$ cat src/rtl/tick_bcd_counter.sv
// Start/stop/clear BCD counter that advances on each rising edge of a divided tick level.
// Optional lap capture register is enabled by defining TICK_BCD_COUNTER_LAP_EN.
module tick_bcd_counter #(
    parameter int DIGITS = 4
) (
    input  logic                  clk,
    input  logic                  rst,
    input  logic                  tick_in,
    input  logic                  start,
    input  logic                  stop,
    input  logic                  clear,
`ifdef TICK_BCD_COUNTER_LAP_EN
    input  logic                  lap,
    output logic [4*DIGITS-1:0]   lap_count,
`endif
    output logic [4*DIGITS-1:0]   count,
    output logic                  running,
    output logic                  wrap
);

    localparam int W = 4 * DIGITS;

    typedef enum logic [1:0] {
        ST_IDLE  = 2'd0,
        ST_RUN   = 2'd1,
        ST_PAUSE = 2'd2
    } state_e;

    state_e         state_q, state_d;
    logic [W-1:0]   count_q, count_d;
    logic           tick_prev_q;
    logic           running_q, running_d;
    logic           wrap_q, wrap_d;
    logic           tick_edge;
    logic           do_inc;
    logic [W-1:0]   count_inc;
    logic           inc_carry;

    assign tick_edge = tick_in & ~tick_prev_q;
    assign do_inc    = tick_edge && (state_q == ST_RUN) && !clear && !stop;

    // Ripple BCD increment; the carry out of the top digit means the count was all 9s.
    always_comb begin
        logic carry;
        carry     = 1'b1;
        count_inc = count_q;
        for (int i = 0; i < DIGITS; i++) begin
            if (carry) begin
                if (count_q[4*i +: 4] >= 4'd9) begin
                    count_inc[4*i +: 4] = 4'd0;
                end else begin
                    count_inc[4*i +: 4] = count_q[4*i +: 4] + 4'd1;
                    carry               = 1'b0;
                end
            end
        end
        inc_carry = carry;
    end

    // NOTE: every output of a combinational block gets a default first so no path leaves it unassigned and infers a latch.
    always_comb begin
        state_d = state_q;
        count_d = count_q;
        wrap_d  = 1'b0;

        if (clear) begin
            state_d = ST_IDLE;
            count_d = '0;
        end else begin
            if (do_inc) begin
                count_d = count_inc;
                wrap_d  = inc_carry;
            end
            if (stop) begin
                if (state_q == ST_RUN) state_d = ST_PAUSE;
            end else if (start) begin
                if (state_q != ST_RUN) state_d = ST_RUN;
            end
        end

        running_d = (state_d == ST_RUN);
    end

    // NOTE: sequential state uses non-blocking assignments so all flops update together at the edge.
    always_ff @(posedge clk or posedge rst) begin
        if (rst) begin
            state_q     <= ST_IDLE;
            count_q     <= '0;
            tick_prev_q <= 1'b1;
            running_q   <= 1'b0;
            wrap_q      <= 1'b0;
        end else begin
            state_q     <= state_d;
            count_q     <= count_d;
            tick_prev_q <= tick_in;
            running_q   <= running_d;
            wrap_q      <= wrap_d;
        end
    end

`ifdef TICK_BCD_COUNTER_LAP_EN
    logic [W-1:0] lap_q, lap_d;

    // Lap captures the count as it stood before this edge's increment.
    always_comb begin
        lap_d = lap_q;
        if (clear) begin
            lap_d = '0;
        end else if (lap && (state_q != ST_IDLE)) begin
            lap_d = count_q;
        end
    end

    always_ff @(posedge clk or posedge rst) begin
        if (rst) begin
            lap_q <= '0;
        end else begin
            lap_q <= lap_d;
        end
    end

    assign lap_count = lap_q;
`endif

    assign count   = count_q;
    assign running = running_q;
    assign wrap    = wrap_q;

endmodule

$ cat config.mk
export PLATFORM = sky130hd
export DESIGN_NAME = tick_bcd_counter
export DESIGN_NICKNAME = d
export VERILOG_FILES = /design/src/rtl/tick_bcd_counter.sv
export SDC_FILE = /design/constraint.sdc
export NUM_CORES = 1
export LEC_CHECK = 0
export CAP_MARGIN = 25
export CORE_MARGIN = 4
export CORE_UTILIZATION = 54
export DETAILED_ROUTE_END_ITERATION = 8
export PLACE_DENSITY = 0.86
export SYNTH_ARGS = -nofsm -noshare
export SYNTH_HDL_FRONTEND = slang
export SYNTH_SLANG_ARGS = --single-unit
$ cat constraint.sdc
create_clock -name clk -period 4.2 [get_ports clk]
set_input_delay 0.42 -clock clk [delete_from_list [all_inputs] [get_ports clk]]
set_output_delay 0.42 -clock clk [all_outputs]
set_load 0.02 [all_outputs]
* Word-level counts from Yosys, hierarchy flattened
Index checks and enable logic that the tools add are counted.
** Word-level totals
- Logic and storage cells :: 56
- Register bits :: 21
- Input port bits :: 6
** Cells by class
- Bitwise gates (word level) :: 2
- Reduce and logical (&&, ||, !) cells :: 12
- Equality and inequality tests :: 3
- $add $sub $neg :: 4
- Order comparisons :: 4
- Multiplexer cells :: 23
** Operators by type and width (number)
- $mux W16 :: 2
- $mux W4 :: 7
- $add A4 B1 Y4 const B :: 4
- $ge A4 B4 Y1 const B :: 4
- $mux W2 :: 5
- $mux W1 :: 9
- $reduce_bool A2 Y1 :: 4
- $reduce_and A2 Y1 :: 3
- $eq A2 B1 Y1 const B :: 2
- $logic_and A1 B1 Y1 :: 3
- $logic_not A1 Y1 :: 2
- $ne A2 B1 Y1 const B :: 1
- $and A1 B1 Y1 :: 1
- $not A1 Y1 :: 1

* Longest topological paths before layout
Gate-level depths: netlist of run 1.
- Depth after elaboration :: 7
- Gate-level depth with buffers :: 7
- Mapped depth without buffers :: 6

* Least setup slack after synthesis of run 1
OpenSTA, ideal clock, no wires.
- Path type :: input -> register
- From :: input port clear
- To :: register count_q[13], in the netlist count[13]
- Required time :: 4.122 ns
- Cell stages on the path :: 5
- Arrival time :: 2.276 ns
- Path buffers :: 1
- Slack :: 1.846 ns
- Path through :: buf_6 or4b_4 or4b_4 or4b_1 a21oi_1
** On the way
- Cells in the longest elaborated chain, start to end :: 5
- Elaborated cells on any way between the ends :: 7
** Ends and longest elaborated chain
- start, declared :: line 11 : input logic clear,
- $logic_not A1 Y1 :: line 40 : assign do_inc = tick_edge && (state_q == ST_RUN) && !clear && !stop;
- $logic_and A1 B1 Y1 (2 in series) :: line 40
- $reduce_bool A2 Y1 (no line)
- $reduce_and A2 Y1 (no line)
- end signal, assigned :: line 94 : count_q <= count_d;
- end, declared :: line 30 : logic [W-1:0] count_q, count_d;
Several ways; a longest one is shown, not always the timed one.
A chain may end at the register's enable or synchronous reset.

* Worst setup path in the final report of run 1
Ends and elaborated chain as after synthesis.

==> metrics.yaml, run 1 <==
slew_viol_final: 0
synth_compound_area_share_pct: 14.4
drive_gt1_share_pct: 8.67
critPathCaptureType: "flip-flop"
place_inst: 173
gr-total-overflow: 0
synthXorXnorAreaFrac_pct: 0
cap_violations: 0
clock.fmax_mhz: 369
first_pass_iters: 4
grt_pass1_wl_mm: 4.59
synthesis.area_um2: 1230
seq_area_frac_synth_pct: 42.9
gp_congestion: 0.827
vias_per_cell: 5.82
setup_viol: 0
worst_slew_pin_slew_ns: 0.923
critPathMaxFanout: 18
synth_area_per_cell_um2: 9.90
worstSetupStartpointType: "input port"
die_area_um2: 3100
fin_skew_ns: 0.00270
die_x_um: 55.7
slew-limit-headroom_pct: 37.6
io_pins: 24
area_delta_synth_final_pct: 23.4
final_nets: 169
synth.mux.area_fraction_pct: 1.63
status: "finished, final reports clean"
required_ns: 4.44
synth_top_family_by_area: "simple AND/OR/NAND/NOR gates"
synth_seq_cells: 21
synth_fp_nets: 142
max-clock-path-buffers: 2
antenna_found_initial: 0
cts_hold_buffers: 0
worstSetupPathType: "in -> reg"
min-delay-path-class: "in -> async"
power_density_nw_per_um2: 219
coreArea_um2: 2060
vdd_drop_max_mv: 0.185
reg2reg_depth: 4
fin_cells: 177
clockRootBuffer: "clkbuf_4"
final_antenna_net_count: 0
cts_buffers: 3
first_iter_violations: 14
vias: 1031
cts_setup_buffers: 0
numPortBuffers: 23
rr_endpoint: "count[13]"
wirelength_mm: 2.60
finalPower_mw: 0.332
synthAdderAreaFrac_pct: 12.2
diodes: 0
setup_tns_ns: 0
cts_tree: "done"
period_needed_ns: 2.71
dpl.hpwl_mm: 1.92
finalCritPeriodShare_pct: 64.4
clkLatencyLatePin_ns: 0.31
worst_slack_ns: 1.49
syn_inst: 124
rsz0062_at_grt: "no"
cts_resized: 0
arrival_ns: 2.95
grt_pass1_vias: 1079
grt_max_degree: 22
finalHoldViolations: 0
synth.distinct_cells: 36
yosys_warnings: 0
start_util_pct: 59.5
grt.total_usage_pct: 18.2
p_leak_nw: 0.628
die_height_um: 55.7
wl_per_cell_um: 14.7
reg2reg_slack_ns: 1.83
htreeDepth: 1
row_count: 16
clock-sinks: 21
clkSlewWorstSetupHoldPaths_ns: 0.12
drc_errors: 0
rr_startpoint: "state_q[1]"
dp_slack_ns: 1.17
synth-simple-area-share_pct: 23.6
-- synth_stat cells --
master / instances / area share, %
nor2b_1: 2 / 1.0
nand4b_1: 3 / 2.1
o21ai_0: 6 / 2.4
dfrtp_1: 20 / 41
a211oi_1: 2 / 1.2
or2_2: 1 / 0.51
and2_1: 1 / 0.51
a41oi_1: 2 / 1.4
nand3b_1: 2 / 1.2
or3_1: 2 / 1.0
or4_1: 1 / 0.61
a22oi_1: 1 / 0.61
nor3_1: 4 / 1.6
nor3b_1: 1 / 0.61
clkbuf_1: 2 / 0.61
o211a_1: 1 / 0.82
mux2i_1: 2 / 1.6
buf_6: 1 / 0.92
or4b_4: 2 / 2.2
nand2b_1: 2 / 1.0
inv_1: 12 / 3.7
a32o_1: 1 / 0.82
nand4_1: 2 / 1.0
nor2_1: 8 / 2.4
o31ai_1: 2 / 1.2
nor4b_1: 2 / 1.4
or4b_1: 1 / 0.82
nand3_1: 5 / 2.0
a31oi_1: 1 / 0.51
nand2_1: 4 / 1.2
a21o_1: 1 / 0.61
ha_1: 12 / 12
or3b_2: 3 / 2.1
a21boi_0: 1 / 0.61
dfstp_2: 1 / 2.1
a21oi_1: 10 / 4.1
-- kinds of logic after synthesis --
family / after synthesis
buf+inv: 15
compound gates: 28
simple gates: 46
mux: 2
flops: 21
fa+ha+maj: 12
-- cell type report --
class,instances,area (µm²)
timing repair buffer,25,245
fill,152,547
tap,27,33.8
sequential,21,527
clock inverter,1,5.00
clock buffer,3,22.5
multi-input combinational,88,637
inverter,12,45.0
-- power breakdown --
part           internal (mW)  switching, mW
clock                 0.0356         0.0637
sequential             0.205        0.00251
combinational         0.0108         0.0140
-- flip-flops by register name, indices dropped and copies added, names as in the netlist --
signal       cells
wrap             1
state_q          2
count           16
running          1
tick_prev_q      1
-- cells in the final DEF, fill, tap and decap left out, drive strengths merged, types with 3 or more instances in the layout --
master / n
clkdlybuf4s50: 23
dfrtp: 20
inv: 12
ha: 12
a21oi: 10
nor2: 8
o21ai: 6
nand3: 5
nor3: 4
nand2: 4
or3b: 3
nand4b: 3
clkbuf: 3
or4b: 3
-- worst max-delay path, cell delays in order --
cell	delay [ns]
clkdlybuf4s50_1	0.40
buf_4	0.20
or4b_4	0.59
or4b_4	0.63
or4b_1	0.54
a21oi_1	0.16
-- how the worst max path moves through the flow --
stage          startpoint        end  slack [ns]  depth (start not counted)
3_5_place_dp        clear  count[13]        1.17                          6
4_1_cts             clear  count[13]        1.50                          6
3_3_place_gp        clear  count[13]        1.25                          6
6_report            clear  count[13]        1.49                          6
2_1_floorplan       clear  count[13]        1.85                          5
5_1_grt             clear  count[12]        1.43                          6
-- stage by stage --
| stage | utilization (%) | hold WS [ns] | area (µm²) |
|---|---|---|---|
| global placement | 72.1 | 0.565 | 1490 |
| floorplan | - | 0.396 | 1230 |
| CTS | 73.5 | 0.570 | 1520 |
| global route | 73.5 | 0.571 | 1520 |
| finish | 73.5 | 0.541 | 1520 |
| detailed placement | 72.1 | 0.570 | 1490 |
-- metal layers --
layer	GRT usage, %	share of wire, %
met5	0	0
met2	31.3	50
met1	21.8	45
met3	3.02	3.9
met4	9.03	1.1
No activity file was read; power rests on OpenSTA's default activity.
==> run 2: changes to the inputs <==
Settings changed: CORE_UTILIZATION 54 to 46, PLACE_DENSITY 0.86 to 0.78.
Clock period 4.2 ns to 2.34 ns, I/O delays scaled along.
==> run 2 against run 1 <==
Wire length up 3.4%. First-iteration DRC count up 79%. Final cell count up 5.1%. Non-clock buffer count up 6. Hold slack worse by 0.18 ns. Via count up 1.3%. Critical path depth down 2. Global-route usage down 1.6 points. Clock power up 79%. Largest power group unchanged.
==> metrics.yaml, run 2 (synthesis gave the netlist of run 1 again) <==
worstSetupPathType: "reg -> reg"
numPortBuffers: 23
vias: 1044
reg2reg_slack_ns: 0.06
cap_violations: 0
rsz0062_at_grt: "no"
wl_met2_mm: 1.33
path_common_cell: "or4b_4"
clock-sinks: 21
cts_buffers: 3
final_common_cell: "clkdlybuf4s50_1"
required_ns: 2.57
vdd_drop_max_mv: 0.312
largest_reg_flops: 16
row_count: 18
first_iter_violations: 25
cp_cell_sequence: "or4b_4 > or4b_4 > or4b_1 > a21oi_1"
met1_length_mm: 1.19
arrival_ns: 2.52
grt_pass1_vias: 1035
hold_ws_ns: 0.365
start_util_pct: 49.1
die_area_um2: 3560
grt_pass1_wl_mm: 4.54
wl_per_cell_um: 14.4
final_antenna_net_count: 0
dp_slack_ns: -0.217
clkLatencyLatePin_ns: 0.30
place_inst: 181
min-delay-path-class: "in -> async"
slew-limit-headroom_pct: 46.8
slew_viol_final: 0
clockRootBuffer: "clkbuf_4"
coreArea_um2: 2500
diodes: 0
htreeDepth: 1
setup_viol: 0
final_nets: 175
period_needed_ns: 2.28
dpl.hpwl_mm: 2.03
fill_cells: 206
worst_slew_pin_slew_ns: 0.796
io_pins: 24
cts_hold_buffers: 0
gp_congestion: 0.838
cpMaxStageDelayCell: "or4b_4"
first_pass_iters: 4
power_density_nw_per_um2: 382
fin_cells: 186
status: "finished, final reports clean"
critPathLaunch: "state_q[1]"
grt_max_degree: 22
p_leak_nw: 0.654
critPathCaptureType: "flip-flop"
wl_met3_um: 128
wirelength_mm: 2.68
mostFrequentLayoutCells: "clkdlybuf4s50_1, dfrtp_1, inv_1, ha_1, a21oi_1"
endpoint: "count[13]"
clkSlewWorstSetupHoldPaths_ns: 0.12
fin_skew_ns: 0.00359
highest_layer: "met4"
cts_tree: "done"
critPathMaxStageDelay_ns: 0.57
die_x_um: 59.7
rr_startpoint: "state_q[1]"
drc_errors: 0
vias_per_cell: 5.61
reg2reg_depth: 4
die_height_um: 59.7
antenna_found_initial: 0
clock.fmax_mhz: 438
critPathMaxFanout: 7
max-clock-path-buffers: 2
finalHoldViolations: 0
finalCritPeriodShare_pct: 97.6
area_delta_synth_final_pct: 27.6
worst_slack_ns: 0.0567
drive_gt1_share_pct: 12.2
grt.total_usage_pct: 16.6
gr-total-overflow: 0
rr_endpoint: "count[13]"
worstSetupStartpointType: "flip-flop"
==> run 2: how the worst min path moves through the flow <==
stage,start,to,slack (ns),cells past startpoint
after floorplan,rst,count[0],0.21,1
after global placement,count[5],count[5],0.56,2
after detailed placement,count[15],count[15],0.58,2
after CTS,rst,count[10],0.39,2
after global routing,tick_in,tick_prev_q,0.38,1
final,rst,count[10],0.37,2
==> run 2: routing by layer <==
| metal | vias up | global-route usage (%) |
|---|---|---|
| met4 | 0 | 5.38 |
| met3 | 4 | 3.24 |
| met2 | 28 | 29.6 |
| met5 | - | 0 |
| li1 | 510 | - |
| met1 | 502 | 19.9 |
==> run 2: stage by stage <==
step / power, mW / TNS (ns) / util (%) / area, µm²
after floorplan: 0.405 / 0 / - / 1230
after global placement: 0.426 / -0.817 / 61.2 / 1530
after detailed placement: 0.428 / -0.871 / 61.2 / 1530
after CTS: 0.603 / 0 / 62.2 / 1560
after global routing: 0.626 / 0 / 62.7 / 1570
final: 0.599 / 0 / 62.7 / 1570
==> run 2: final cells by class <==
type,instances,area [µm²],share of cell area [%]
clock buffer,4,26.3,1.68
timing repair buffer,31,290,18.5
multi-input combinational,88,641,40.9
sequential,21,527,33.6
inverter,12,45.0,2.88
tap,30,37.5,2.40
==> run 2: what timing repair did <==
item,in CTS,in global routing
endpoints found under the setup margin,0,1
endpoints found under the hold margin,0,0
gates resized for setup,0,1
buffers inserted,0,1
==> run 2: power breakdown <==
part / switching (mW) / total (mW) / internal, mW
clock: 0.112 / 0.178 / 0.0665
combinational: 0.0266 / 0.0477 / 0.0211
sequential: 0.00447 / 0.373 / 0.369
==> run 2: critical path, delay by kind of cell (launching register included) <==
kind / cells / cell delay (ns)
compound gates: 1 / 0.17
flops: 1 / 0.42
simple gates: 3 / 1.62
